[config.mk]
export PLATFORM = sky130hd
export DESIGN_NAME = kbd_event_queue
export DESIGN_NICKNAME = d
export VERILOG_FILES = /design/src/rtl/kbd_pkg.sv /design/src/rtl/kbd_event_fifo.sv /design/src/rtl/kbd_event_queue.sv
export SDC_FILE = /design/constraint.sdc
export NUM_CORES = 1
export LEC_CHECK = 0
export ABC_AREA = 1
export BUFFER_PORTS_ARGS = -buffer_cell sky130_fd_sc_hd__buf_2
export CELL_PAD_IN_SITES_DETAIL_PLACEMENT = 0
export CELL_PAD_IN_SITES_GLOBAL_PLACEMENT = 2
export CORE_MARGIN = 3
export CORE_UTILIZATION = 39
export DETAILED_ROUTE_END_ITERATION = 10
export PLACE_DENSITY = 0.91
export RECOVER_POWER = 50
export SLEW_MARGIN = 20
export SYNTH_ARGS = -nofsm -noshare
export SYNTH_HDL_FRONTEND = slang
export SYNTH_SLANG_ARGS = --single-unit
[constraint.sdc]
create_clock -name CLOCK_50 -period 2.4 [get_ports CLOCK_50]
set_input_delay 0.48 -clock CLOCK_50 [delete_from_list [all_inputs] [get_ports CLOCK_50]]
set_output_delay 0.48 -clock CLOCK_50 [all_outputs]
set_load 0.05 [all_outputs]
[src/rtl/kbd_pkg.sv]
// Shared definitions for the PS/2 keyboard event queue: prefix bytes,
// parser states and the packed event word stored in the FIFO.
package kbd_pkg;

  localparam logic [7:0] KBD_PREFIX_EXT = 8'hE0;
  localparam logic [7:0] KBD_PREFIX_BRK = 8'hF0;

  typedef enum logic [1:0] {
    IDLE    = 2'd0,
    EXT     = 2'd1,
    BRK     = 2'd2,
    EXT_BRK = 2'd3
  } kbd_state_t;

  // 10-bit event word {code, ext, release}
  typedef struct packed {
    logic [7:0] code;
    logic       ext;
    logic       rel;
  } kbd_evt_t;

endpackage

[src/rtl/kbd_event_fifo.sv]
// Synchronous event FIFO with a registered head word. The head register is
// loaded with whatever will sit at the read pointer after this edge, so the
// consumer sees flop outputs that only change on a push into an empty FIFO
// or on a pop.
module kbd_event_fifo
  import kbd_pkg::*;
#(
  parameter int DEPTH = 8
) (
  input  logic                   clk,
  input  logic                   reset,
  input  logic                   push,
  input  kbd_evt_t               din,
  input  logic                   pop,
  output logic                   full,
  output logic                   empty,
  output logic [$clog2(DEPTH):0] count,
  output kbd_evt_t               head,
  output logic                   head_valid
);

  localparam int AW = $clog2(DEPTH);

  kbd_evt_t        mem [DEPTH];
  logic [AW-1:0]   wr_ptr, rd_ptr, rd_ptr_n;
  logic [AW:0]     count_n;
  logic            do_push, do_pop;
  kbd_evt_t        head_n;

  assign full    = (count == (AW+1)'(DEPTH));
  assign empty   = (count == '0);
  assign do_pop  = pop && !empty;
  // a full FIFO still accepts a push when the head leaves on the same edge
  assign do_push = push && (!full || do_pop);
  assign rd_ptr_n = do_pop ? rd_ptr + AW'(1) : rd_ptr;

  // next occupancy and next head word
  always_comb begin
    count_n = count;
    case ({do_push, do_pop})
      2'b10:   count_n = count + (AW+1)'(1);
      2'b01:   count_n = count - (AW+1)'(1);
      default: count_n = count;
    endcase
    head_n = '0;
    if (count_n != '0) begin
      if (do_push && (wr_ptr == rd_ptr_n)) head_n = din;
      else                                 head_n = mem[rd_ptr_n];
    end
  end

  // pointers, occupancy and registered head
  always_ff @(posedge clk) begin
    if (reset) begin
      wr_ptr     <= '0;
      rd_ptr     <= '0;
      count      <= '0;
      head       <= '0;
      head_valid <= 1'b0;
    end else begin
      if (do_push) wr_ptr <= wr_ptr + AW'(1);
      rd_ptr     <= rd_ptr_n;
      count      <= count_n;
      head       <= head_n;
      head_valid <= (count_n != '0);
    end
  end

  // storage array; stale entries are harmless since pointers gate them
  always_ff @(posedge clk) begin
    if (do_push && !reset) mem[wr_ptr] <= din;
  end

endmodule

[src/rtl/kbd_event_queue.sv]
// PS/2 scancode parser feeding an event FIFO. Prefix bytes E0/F0 are folded
// into ext/release flags on the following code byte.
// Optional macro KBD_TYPEMATIC_FILTER_EN: drops auto-repeat makes of the
// currently held key.
module kbd_event_queue
  import kbd_pkg::*;
#(
  parameter int FIFO_DEPTH = 8
) (
  input  logic                        CLOCK_50,
  input  logic                        reset,
  input  logic [7:0]                  rx_data,
  input  logic                        rx_valid,
  output logic                        evt_valid,
  input  logic                        evt_ready,
  output logic [7:0]                  evt_code,
  output logic                        evt_ext,
  output logic                        evt_release,
  output logic [$clog2(FIFO_DEPTH):0] evt_count,
  output logic                        overflow
);

  kbd_state_t state, state_n;
  logic       emit, push, full, empty;
  kbd_evt_t   evt, head;

  // parser state register
  always_ff @(posedge CLOCK_50) begin
    if (reset) state <= IDLE;
    else       state <= state_n;
  end

  // parser next state; a non-prefix byte always emits and returns to IDLE
  always_comb begin
    state_n  = state;
    emit     = 1'b0;
    evt.code = rx_data;
    evt.ext  = (state == EXT) || (state == EXT_BRK);
    evt.rel  = (state == BRK) || (state == EXT_BRK);
    if (rx_valid) begin
      case (state)
        IDLE: begin
          if      (rx_data == KBD_PREFIX_EXT) state_n = EXT;
          else if (rx_data == KBD_PREFIX_BRK) state_n = BRK;
          else                                emit    = 1'b1;
        end
        EXT: begin
          if      (rx_data == KBD_PREFIX_BRK) state_n = EXT_BRK;
          else if (rx_data != KBD_PREFIX_EXT) emit    = 1'b1;
        end
        BRK: begin
          if      (rx_data == KBD_PREFIX_EXT) state_n = EXT_BRK;
          else if (rx_data != KBD_PREFIX_BRK) emit    = 1'b1;
        end
        EXT_BRK: begin
          if ((rx_data != KBD_PREFIX_EXT) && (rx_data != KBD_PREFIX_BRK))
            emit = 1'b1;
        end
        default: state_n = IDLE;
      endcase
      if (emit) state_n = IDLE;
    end
  end

`ifdef KBD_TYPEMATIC_FILTER_EN
  logic       held_valid, held_ext, held_match;
  logic [7:0] held_code;

  assign held_match = held_valid && (held_code == evt.code) && (held_ext == evt.ext);
  // repeats of the held key vanish silently; everything else is queued
  assign push = emit && !(held_match && !evt.rel);

  // held-key tracking: new makes take over, a matching break releases
  always_ff @(posedge CLOCK_50) begin
    if (reset) begin
      held_valid <= 1'b0;
      held_code  <= '0;
      held_ext   <= 1'b0;
    end else if (emit) begin
      if (!evt.rel) begin
        if (!held_match) begin
          held_valid <= 1'b1;
          held_code  <= evt.code;
          held_ext   <= evt.ext;
        end
      end else if (held_match) begin
        held_valid <= 1'b0;
      end
    end
  end
`else
  assign push = emit;
`endif

  kbd_event_fifo #(.DEPTH(FIFO_DEPTH)) u_fifo (
    .clk        (CLOCK_50),
    .reset      (reset),
    .push       (push),
    .din        (evt),
    .pop        (evt_ready),
    .full       (full),
    .empty      (empty),
    .count      (evt_count),
    .head       (head),
    .head_valid (evt_valid)
  );

  assign evt_code    = head.code;
  assign evt_ext     = head.ext;
  assign evt_release = head.rel;

  // sticky drop flag: push into a full FIFO that is not popping this edge
  always_ff @(posedge CLOCK_50) begin
    if (reset)                                 overflow <= 1'b0;
    else if (push && full && !(evt_ready && !empty)) overflow <= 1'b1;
  end

endmodule

Word level (Yosys, flattened, before mapping)
Memory sizes are Yosys's and may differ from the RTL's. A register that Yosys moved wholly into a read port is not among the register bits.
Cells that the tools add are included.

storage, ports and cells
  register bits after elaboration = 14
  bits in writable memories = 80
  input bits = 12
  output and inout bits = 16
  logic and storage cells = 64
  memories = 1

memory list
  name        words  width  read ports  clocked after Yosys merged registers in  wr ports  line                  text
  u_fifo.mem  8      10     1           1                                        1         kbd_event_fifo.sv:24  kbd_evt_t mem [DEPTH];

cells by class
  $add $sub $neg = 4
  equal/unequal tests = 13
  multiplexer cells = 20
  bitwise gates (word level) = 1
  reductions and logical operators = 19

operators with widths
  operator                                           number
  == test 8 bit (second input constant)              2
  != test 8 bit (second input constant)              2
  two-way mux 1 bit                                  11
  two-way mux 2 bit                                  5
  one-hot mux 4 bit (2 select lines)                 1
  nonzero test 4 bit                                 2
  adder 3 x 1 -> 3 bit (second input constant)       2
  == test 2 bit (second input constant)              3
  logical AND 1 bit                                  6
  != test 3 x 1 -> 1 bit (second input constant)     2
  one-hot mux 2 bit (3 select lines)                 1
  AND reduction 5 bit                                1
  adder 4 x 1 -> 4 bit (second input constant)       1
  == test 2 x 1 -> 1 bit (second input constant)     2
  == test 4 bit (second input constant)              1
  logical NOT 1 bit                                  4
  logical NOT 4 bit                                  1
  != test 4 bit (second input constant)              1
  one-hot mux 1 bit (4 select lines)                 1
  subtractor 4 x 1 -> 4 bit (second input constant)  1
  logical OR 1 bit                                   3
  two-way mux 3 bit                                  1
  logical NOT 2 bit                                  1
  OR reduction 2 bit                                 1
  inverter 1 bit                                     1

Depth between registers and ports, before layout
  depth in word-level cells = 12
  gate-level depth with buffers = 19
  gate-level depth less buffers = 18

Cells and area by module
Synthesis repeated with hierarchy kept, for this count alone.

second synthesis, totals
  cell total of the unflattened synthesis = 511
  area total of the unflattened synthesis = 4919.7 um^2

modules (own cells, without submodules)
  module           instances  cells each  area each (um^2)  seq. area each (um^2)
  kbd_event_fifo   1          455         4534.3            2822.7
  kbd_event_queue  1          56          385.4             60.1

Worst setup path after synthesis
Ideal clock, no wire load.

  path kind = flip-flop to flip-flop
  start = register u_fifo.count[2]
  end = register u_fifo.head[1] (netlist name)
  library setup time = 118 ps
  arrival = 2275 ps
  data required time = 2282 ps
  slack = 7 ps
  cell stages (with the launch flop) = 18
  path buffers = 1
  period minus slack after synthesis = 2393 ps
  cell sequence = dfxtp_1 > inv_1 > nand3_4 > nand2_8 > inv_4 > nand3_1 > nand2_1 > inv_1 > ha_1 > inv_1 > nand2_1 > nand2_1 > nand3_1 > nand2_1 > inv_1 > nor2_1 > buf_6 > a21oi_2

on the way
  word-level cells in the longest chain between the ends = 10
  elaborated cells on any way between the ends = 16
  those cells by class = add/sub (2); eq/ne (3); mux (2); bitwise (1); reduce/logical (8)

ends and longest elaborated chain
  element                                                         line                  text
  start, declared                                                 kbd_event_fifo.sv:17  output logic [$clog2(DEPTH):0] count,
  start signal, assigned                                          kbd_event_fifo.sv:63  count <= count_n;
  logical NOT 4 bit                                               kbd_event_fifo.sv:31  assign empty = (count == '0);
  logical NOT 1 bit                                               kbd_event_fifo.sv:32  assign do_pop = pop && !empty;
  logical AND 1 bit                                               kbd_event_fifo.sv:32
  logical OR 1 bit                                                kbd_event_fifo.sv:34  assign do_push = push && (!full || do_pop);
  logical AND 1 bit                                               kbd_event_fifo.sv:34
  == test 2 x 1 -> 1 bit / == test 2 bit (equally long branches)  kbd_event_fifo.sv:40  case ({do_push, do_pop})
  one-hot mux 4 bit (2 select lines)                              kbd_event_fifo.sv:40
  nonzero test 4 bit                                              kbd_event_fifo.sv:46  if (count_n != '0) begin
  inverter 1 bit (no source line)                                 -
  OR reduction 2 bit (no source line)                             -

Several ways; a longest one is shown, not always the timed one.
A chain may end at the register's enable or synchronous reset.

Final worst setup path
  start = input rx_data[4]
  end = memory u_fifo.mem[0][8] (netlist name) (enable)

on the way
  word-level cells in the longest chain between the ends = 10
  elaborated cells on any way between the ends = 19
  those cells by class = eq/ne (4); mux (12); reduce/logical (3)

ends and longest elaborated chain
  element                                      line                                          text
  start, declared                              kbd_event_queue.sv:12                         input logic [7:0] rx_data,
  != test 8 bit (tied with other cells)        kbd_event_queue.sv:53, kbd_event_queue.sv:56
  two-way mux 1 bit (tied with other cells)    kbd_event_queue.sv:53                         else if (rx_data != KBD_PREFIX_BRK) emit = 1'b1;
  two-way mux 1 bit (on tied branches)         -
  one-hot mux 1 bit (4 select lines) (*)       kbd_event_queue.sv:41                         case (state)
  two-way mux 1 bit (*) (2 in series)          kbd_event_queue.sv:40                         if (rx_valid) begin
  logical AND 1 bit (*)                        kbd_event_fifo.sv:34
  logical AND 1 bit (*)                        kbd_event_fifo.sv:71                          if (do_push && !reset) mem[wr_ptr] <= din;
  two-way mux 1 bit (*)                        kbd_event_fifo.sv:71
  two-way mux 1 bit (not written as such) (*)  kbd_event_fifo.sv:71
  end, declared                                kbd_event_fifo.sv:24

Mark *: on every way between the ends. The rest lies on a longest branch, timed or not. The select of a mux whose other input is x is not followed.

==> flow_metrics.tcl <==
set metrics [dict create \
    status "finished, final reports clean" \
    fp-row-count 40 \
    grtUsageTotal_pct 17.07 \
    powerDensity_nw_per_um2 1064 \
    crit_path_cell_trace "clkbuf_1 -> inv_1 -> nand2_1 -> nor2_1 -> nand2_1 -> nand3_4 -> buf_4 -> inv_2 -> nand2_4 -> inv_2 -> nand3_1 -> nor2_1 -> buf_4" \
    worst-path-stages 13 \
    worstMarginPinSlew_ns 0.6014 \
    tns_ns 0 \
    wire_per_inst_um 14.75 \
    final.fill_count 1187 \
    yosysTopAreaCell "edfxtp_1" \
    period_share_pct 90.47 \
    antenna_cells 0 \
    synth_area_um2 4878 \
    fmax_mhz 460.6 \
    ys_top_cells_by_area "edfxtp_1 49%, nand2_1 9.9%, dfxtp_1 9.8%" \
    wirelength_um 11210 \
    route.detailed.drc 0 \
    synth_seq_cells 104 \
    yosysWarnings 0 \
    grt_overflow 0 \
    drt_iter0_markers 221 \
    synth_fp_nets 539 \
    gp_congestion 0.7952 \
    endpoint_kind "flip-flop" \
    cp-start-kind "input port" \
    clkTransAtPathRegs_ns 0.07 \
    cts_inserted_buffers 9 \
    synth_top_area_share_pct 49.24 \
    skew_ns 0.004153 \
    reg2reg_depth 12 \
    grt_pass1_vias 3564 \
    synthArstFlopShare_pct 0 \
    ir_drop_mv 0.6401 \
    die_area_um2 13890 \
    hold_viol_final 0 \
    cts_buffer_depth 2 \
    clkLatencyLatePin_ns 0.34 \
    grt_max_degree 50 \
    viasPerCell 4.700 \
    nNetsFinal 606 \
    fp.dieH_um 117.8 \
    crit_family "buffers and inverters" \
    synth_edf_count 80 \
    fin_hold_ws_ns 0.4260 \
    p_leak_nw 2.569 \
    initial_core_util_pct 40.28 \
    path_buf_inv 6 \
    seq_area_frac_synth_pct 59.09 \
    regArea_um2 2883 \
    grt_pass1_wl_um 18550 \
    drive_gt1_share_pct 14.86 \
    die_w_um 117.8 \
    synth_cell_types 34 \
    drv_cap 0 \
    synthCells 520 \
    cts_setup_buffers 0 \
    dp_hpwl_um 7847 \
    critPathKind "input port to flip-flop" \
    firstDrtPassIters 4 \
    ctsResizeCount 0 \
    crit_required_ns 2.45 \
    setup_viol 0 \
    coreArea_um2 12110 \
    multiInputGateArea_um2 1488 \
    period_needed_ns 2.171 \
    arrival_ns 2.22 \
    rsz0062_at_grt "no" \
    antenna_found_initial 0 \
    root_buffer "clkbuf_16" \
    cts_tree "built" \
    io_pins 28 \
    syn2layout_area_growth_pct 17.52 \
    worstPathMaxFanout 8 \
    syn_area_per_cell_um2 9.382 \
    relSlewSlack_pct 60.08 \
    htree_levels 3 \
    cts_sinks 104 \
    cpPeakStageDelay_ns 0.25 \
    vias 3572 \
    slew_viol_final 0 \
    synthFlopType "edfxtp_1" \
    hold_path.class "input port to flip-flop" \
    numPortBuffers 27 \
    fin_util_pct 47.33 \
    cts-hold-fix-buffers 0 \
    ant_nets 0 \
    min_path_cells 2 \
    crit_slowest_cell "nor2_1" \
]
==> worst reg2reg max path, cell delays in order (launching register included) <==
cell	delay, ns
dfxtp_1	0.38
nor2_4	0.16
nand3_4	0.10
nand2_8	0.11
xor2_1	0.37
buf_12	0.29
nand2_1	0.13
nand3_1	0.09
nand3_1	0.09
nand3_1	0.08
o21ai_1	0.13
inv_1	0.10
a21oi_2	0.03
==> layout by cell type (no fill, tap or decap), drive strengths merged, types with 13 or more instances in the layout <==
cell and n:
clkbuf 37, inv 107, a21oi 16, nor2 24, nand2 136, edfxtp 80
o21ai 13, dfxtp 24, nand3 79, buf 45
==> path summary, 6_finish.rpt <==
path	from	end	slack, ns
max	rx_data[4]	u_fifo.mem[0][8]	0.23
min	reset	state[1]	0.43
max reg2reg	u_fifo.count[1]	u_fifo.head[5]	0.24
min reg2reg	overflow	overflow	0.47
==> cells by family (layout without fill, tap and decap cells) <==
group	Yosys count	after routing	share of synthesized area, %
simple gates	246	246	22.98
buf+inv	122	194	10.16
flops	104	104	59.09
compound gates	36	36	4.771
fa+ha+maj	7	7	1.795
xor+xnor	5	5	1.206
==> cell usage after synthesis, drive strengths merged, types with 6 or more instances <==
library cell  instances
a21oi                16
buf                  11
clkbuf                6
dfxtp                24
edfxtp               80
ha                    7
inv                 104
nand2               136
nand3                79
nor2                 24
o21ai                13
==> stage by stage <==
stage	setup WS, ns	cell area, um2	std cells	power (mW)
global route	0.04937	5733	760	6.496
CTS	0.2805	5812	760	6.231
floorplan	0.007172	4878	520	4.038
detailed placement	-0.08144	5532	744	4.842
finish	0.2287	5733	760	6.098
global placement	-0.04648	5532	744	4.803
==> area by class of cell <==
cell class / instances / area share [%]
clock buffer: 9 / 3.928
sequential: 104 / 50.28
tap: 168 / 3.667
multi-input combinational: 294 / 25.95
inverter: 105 / 6.918
clock inverter: 7 / 0.9603
timing repair buffer: 73 / 8.293
==> metal layers <==
metal  part of all wire (%)  GRT usage, %  vias up  routed length, um
met5                      0             0        -                  0
met2                     49         28.78       56               5525
met3                    2.9         3.316       18                327
li1                       -             -     1806                  -
met4                    2.3         5.861        0                263
met1                     45         22.08     1692               5097
==> power breakdown <==
group          internal (mW)  total [mW]  leakage, nW  switching, mW
logic                  0.792        2.55         1.49           1.76
registers               2.09        2.16        0.934         0.0716
clock network          0.716        1.39        0.142          0.672
==> flip-flops by register name, summed over array words and instances, names as in the netlist <==
signal / cells
u_fifo.mem: 80
u_fifo.head: 10
u_fifo.count: 4
u_fifo.rd_ptr: 3
u_fifo.wr_ptr: 3
state: 2
overflow: 1
u_fifo.head_valid: 1
Note: power is estimated with default switching activity, not from simulation.
